`src/rtl/fixed_ceil.sv`:
```
// ---------------------------------------------------------------------------
// fixed_ceil
//
// Registered ceiling for a signed two's-complement Q(WI.WF) operand. The
// operand is rounded toward +infinity to the nearest integer. The result
// comes back in the same Q(WI.WF) format, one clock after the operand is
// sampled.
//
// Parameters
//   WI  integer bits including the sign bit (>= 2)
//   WF  fractional bits (>= 1)
//
// Ports
//   clk        rising-edge clock
//   rst_n      asynchronous active-low reset; clears all outputs
//   in_valid   A is sampled on the clk edge while high
//   A          signed operand, Q(WI.WF)
//   out_valid  high for the cycle after a sampled operand
//   ceilout    ceil(A) in Q(WI.WF); saturates to the most positive code
//   oflag      ceil(A) exceeded the most positive representable value
//
// ceilout and oflag keep their previous values while in_valid is low.
// ---------------------------------------------------------------------------
module fixed_ceil #(
  parameter int WI = 3,
  parameter int WF = 4
) (
  input  logic             clk,
  input  logic             rst_n,
  input  logic             in_valid,
  input  logic [WI+WF-1:0] A,
  output logic             out_valid,
  output logic [WI+WF-1:0] ceilout,
  output logic             oflag
);

  localparam int W = WI + WF;

  // Most positive code in Q(WI.WF): a zero sign bit followed by all ones.
  localparam logic [W-1:0] MAX_CODE = {1'b0, {(W-1){1'b1}}};

  logic [WI-1:0] int_field_s;
  logic          frac_nz_s;
  logic [WI:0]   inc_s;
  logic          ovf_s;
  logic [W-1:0]  ceil_s;

  logic          out_valid_r;
  logic [W-1:0]  ceil_r;
  logic          oflag_r;

  // Split the operand and form the sign-extended integer field plus one.
  always_comb begin
    int_field_s = A[W-1:WF];
    frac_nz_s   = |A[WF-1:0];
    // The floor of a two's-complement value is its integer field, so adding
    // one whenever a fraction is present gives ceil for either sign.
    inc_s       = {int_field_s[WI-1], int_field_s} + {{WI{1'b0}}, frac_nz_s};
  end

  // Detect overflow and select the combinational result.
  always_comb begin
    ceil_s = A;
    // The increment can leave the signed range only when the integer field
    // is the most positive integer. The two top bits of the widened sum then
    // disagree. A negative field never overflows because it only moves up.
    ovf_s  = frac_nz_s & (inc_s[WI] ^ inc_s[WI-1]);
    if (ovf_s) begin
      ceil_s = MAX_CODE;
    end else if (frac_nz_s) begin
      ceil_s = {inc_s[WI-1:0], {WF{1'b0}}};
    end else begin
      ceil_s = A;
    end
  end

  // Output stage: the valid bit follows in_valid, and the data holds when idle.
  always_ff @(posedge clk or negedge rst_n) begin
    if (!rst_n) begin
      out_valid_r <= 1'b0;
      ceil_r      <= {W{1'b0}};
      oflag_r     <= 1'b0;
    end else begin
      out_valid_r <= in_valid;
      if (in_valid) begin
        ceil_r  <= ceil_s;
        oflag_r <= ovf_s;
      end else begin
        ceil_r  <= ceil_r;
        oflag_r <= oflag_r;
      end
    end
  end

  assign out_valid = out_valid_r;
  assign ceilout   = ceil_r;
  assign oflag     = oflag_r;

endmodule

```
`config.mk`:
```
export PLATFORM = sky130hd
export DESIGN_NAME = fixed_ceil
export DESIGN_NICKNAME = d
export VERILOG_FILES = /design/src/rtl/fixed_ceil.sv
export SDC_FILE = /design/constraint.sdc
export NUM_CORES = 1
export LEC_CHECK = 0
export CAP_MARGIN = 0
export CORE_AREA = 2 2 39 41
export CTS_CLUSTER_DIAMETER = 50
export DETAILED_ROUTE_END_ITERATION = 6
export DIE_AREA = 0 0 41 43
export PLACE_DENSITY = 0.68
export SYNTH_ARGS = -nofsm -noshare
export SYNTH_HDL_FRONTEND = slang
export SYNTH_SLANG_ARGS = --single-unit
export TNS_END_PERCENT = 5
```
`constraint.sdc`:
```
create_clock -name clk -period 2.32 [get_ports clk]
set_clock_uncertainty 0.05 [all_clocks]
set_input_delay 0.464 -clock clk [delete_from_list [all_inputs] [get_ports clk]]
set_output_delay 0.464 -clock clk [all_outputs]
set_load 0.005 [all_outputs]
```
==> out/summary.md <==
The flow ran to the end, and the final reports show no timing, DRC or antenna violations. The net count of the finished layout is 71. The reg-to-reg endpoint was ceilout[5].

After clock tree synthesis, the clock-pin slew on the worst setup and hold paths is 60 ps. The endpoint kind of the worst setup timing path was a flop. The post-synthesis average cell area is 11.6 sq um, and the total setup buffers inserted after CTS is 0. The run gives 0 as the antenna diode count.

The first element of the critical path was A[0]. The element type at the critical path start was an input port. The die is 43 um tall. For the switching power of the nets, the log shows 105 uW.

The total detailed-routing wirelength is 971 um, and the initial core utilization is 30.1%. For this run, the top clock speed supported by timing is 457 MHz. The run gives 30.7% as the share of total power in the clock network. Share of power burned in registers: 44.8%. For the aggregate global routing overflow, the log shows 0. Data on the critical path is required at its endpoint by 2400 ps. Max-cap violations in this run came to 0. The clock net in this run drives a total of 9 sinks. The critical path goes through clkdlybuf4s50_1 -> or4_4 -> ha_1 -> ha_2 -> xor2_2 -> buf_4 -> o22ai_1.

Number of synthesized register bits: 9. The family with the most delay on the worst path was buffers and inverters. Summed over all cells, the static leakage comes to 0.000283 uW. The worst hold slack after final layout is 437 ps. The tools report the detailed router's first-iteration violation count as 1. Entering global routing, the biggest net connects 13 pins. Summing all multi-input logic gate instances after layout gives 164 sq um. The cell count after synthesis came out at 36. For the pin with the worst max-slew slack, the measured transition is 448 ps.

The maximum clock path buffer count was 2; the total number of placement rows was 14. In this run the remaining antenna-violating nets after routing total 0. For the setup slack of the most critical reg-to-reg path, the log shows 1470 ps. Prior to clock tree synthesis, the placed netlist has a worst setup slack of -179 ps.

In this run the standard cell core region covers 1380 sq um. The area taken by flip-flops and latches is 225 sq um, and the largest fanout of any net on the critical path is 6. In the final layout, the share of cells above drive strength 1 is 17.2%. Global-route usage over all layers: 13.7%. Pin placement for this block handled 19 I/O pins.

The netlist uses 17 different library cells. The final cell area excluding filler cells is 653 sq um. Worst setup path category: input port to flop. The tools report the final-report hold violation count as 0. Setup repair after global routing left no endpoint under its margin. The routed layout has 356 vias.

The initial antenna violation count is 0, and the synthesized net count is 48. The critical path runs through a total of 7 cells. The worst setup margin was 130 ps; the routed wire length per instance was 13.1 um. Clock tree synthesis selected as its root buffer the cell sky130_fd_sc_hd__clkbuf_4.

The worst path uses 94.4% of the clock period. The run gives 346 as the number of global-route vias before repair. Sequential cells were found to cover 54.1% of the synthesized design area. For this design, the slowest cell found on the critical path is sky130_fd_sc_hd__or4_4. Routability-driven placement finished with a final weighted congestion of 0.678. In this design, the stage delay of the slowest critical-path cell is 530 ps. The buffering stage count on the worst path with inverters included is 2, and the peak ir drop on the vdd network is 0.234 mV. The max-slew headroom at the worst pin is 70.0%.

Routed via count divided by cell count: 4.81. The quantity of I/O buffers inserted on ports works out to 18. In this run the power density over the cells is 627 nW/um^2. The run gives 24.5% as the portion of total power attributed to combinational logic. The total clock buffers created by CTS was 3.

The top cell type by total area after synthesis is sky130_fd_sc_hd__dfrtp_1. The overall die width works out to 41 um. After synthesis the cells add up to 417 sq um. By area the synthesized netlist is led by sky130_fd_sc_hd__dfrtp_1 54%, sky130_fd_sc_hd__o22ai_1 9.0%, sky130_fd_sc_hd__ha_1 6.0%, sky130_fd_sc_hd__inv_1 5.4%, sky130_fd_sc_hd__a21boi_2 2.7%. The run gives 628 um as the total half-perimeter wirelength after legalization and detailed placement. For this run, design rule violations remaining after detail routing come to 0. Subtracting the final worst setup slack from the clock period gives 2190 ps. The first detailed-routing pass ran for 2 iterations. The class of the worst hold path is input port to async pin. The filler cells instantiated in the layout total 135. The internal portion of the total power is 305 uW. The first global-routing pass estimated 1470 um of wire. The startpoint identified for the worst register-to-register timing path is ceilout[5]. The die outline area is 1760 sq um, and the number of levels the H-tree was split into is 1. The critical path arrival was 2270 ps. From synthesis to final layout, the design area changed by 56.8%. The most critical setup path has its endpoint at oflag.

Setup violations remaining at the end of the flow were counted as 0. The run gives 617 sq um as the post-placement cell area. During synthesis, Yosys emitted a total of 0 warnings. Total count of max-transition violations in the final report: 0. TritonCTS built the clock tree. The number of cell instances on the worst register-to-register path is 2, and the switching share of total power is 25.6%. The proportion of netlist area held by the largest area contributor came out at 54.1%. Clock latency on the worst-skew pair, taken at its later pin, is 270 ps.
## cells in the mapped netlist
| cell type | number |
|---|---|
| sky130_fd_sc_hd__nand2b_1 | 1 |
| sky130_fd_sc_hd__clkbuf_1 | 1 |
| sky130_fd_sc_hd__nand2_2 | 1 |
| sky130_fd_sc_hd__or4_4 | 1 |
| sky130_fd_sc_hd__dfrtp_1 | 9 |
| sky130_fd_sc_hd__xor2_1 | 1 |
| sky130_fd_sc_hd__mux2_1 | 1 |
| sky130_fd_sc_hd__inv_1 | 6 |
| sky130_fd_sc_hd__a21boi_2 | 1 |
| sky130_fd_sc_hd__ha_1 | 2 |
| sky130_fd_sc_hd__o22ai_1 | 6 |
| sky130_fd_sc_hd__buf_6 | 1 |
| sky130_fd_sc_hd__mux2i_1 | 1 |
| sky130_fd_sc_hd__nand3_1 | 1 |
| sky130_fd_sc_hd__o21ai_1 | 1 |
| sky130_fd_sc_hd__a21o_1 | 1 |
| sky130_fd_sc_hd__a41oi_1 | 1 |
## routing by layer
metal / GRT usage, % / wire length (um)
met4: 16.0 / 50
met2: 15.6 / 459
met3: 3.14 / 58
met5: 0 / 0
met1: 18.3 / 403
## registers in the layout, indices dropped and copies added, names as in the netlist
signal,flops
ceilout,7
oflag,1
out_valid,1
## cell usage in the layout, fill, tap and decap left out, drive strengths merged
cell,Yosys,routed
a21boi,1,1
a21o,1,1
a41oi,1,1
buf,1,2
clkbuf,1,4
clkdlybuf4s50,0,18
dfrtp,9,9
ha,2,2
inv,6,6
mux2,1,1
mux2i,1,1
nand2,1,1
nand2b,1,1
nand3,1,1
o21ai,1,1
o22ai,6,6
or4,1,1
xor2,1,1
## power groups by stage
stage | Clock, uW | Combinational [uW] | Sequential (uW)
after global routing | 137 | 111 | 186
after detailed placement | 0 | 97.7 | 187
after CTS | 128 | 98.7 | 184
final | 126 | 100 | 184
after global placement | 0 | 97.4 | 186
after floorplan | 0 | 33.2 | 188
## stage by stage
stage	utilization (%)	std cells	TNS (ps)	total power (uW)
after floorplan	-	36	0	221
after global placement	44.6	70	-915	284
after detailed placement	44.6	70	-1160	285
after CTS	46.5	74	0	411
after global routing	47.2	74	0	435
final	47.2	74	0	410
## what timing repair did
item	CTS	global route
endpoints found under the setup margin	0	6
gates resized for setup	0	2
hold buffers	0	0
## cell families (layout without fill, tap and decap cells)
group | Yosys count | count (layout) | synth area share [%]
multiplexers | 2 | 2 | 5.11
flip-flops | 9 | 9 | 54.1
AO/OA/AOI/OAI | 10 | 10 | 16.8
XOR/XNOR | 1 | 1 | 2.10
AND/OR/NAND/NOR | 4 | 4 | 6.91
buffers and inverters | 8 | 30 | 9.01
adder cells (fa/ha/maj) | 2 | 2 | 6.01
## how the worst min path moves through the flow
stage,cells after the start,slack [ps],start,end
6_report,1,440,rst_n,ceilout[5]
5_1_grt,1,470,rst_n,ceilout[5]
4_1_cts,1,450,rst_n,ceilout[5]
3_5_place_dp,1,450,ceilout[6],ceilout[6]
3_3_place_gp,1,420,ceilout[6],ceilout[6]
2_1_floorplan,0,120,rst_n,ceilout[0]
## cell type report
cell class	count	share of cell area, %
multi-input combinational	19	25.1
clock buffer	4	4.02
tap	16	3.07
timing repair buffer	20	29.9
inverter	6	3.45
sequential	9	34.5
Note: power is estimated with default switching activity, not from simulation.
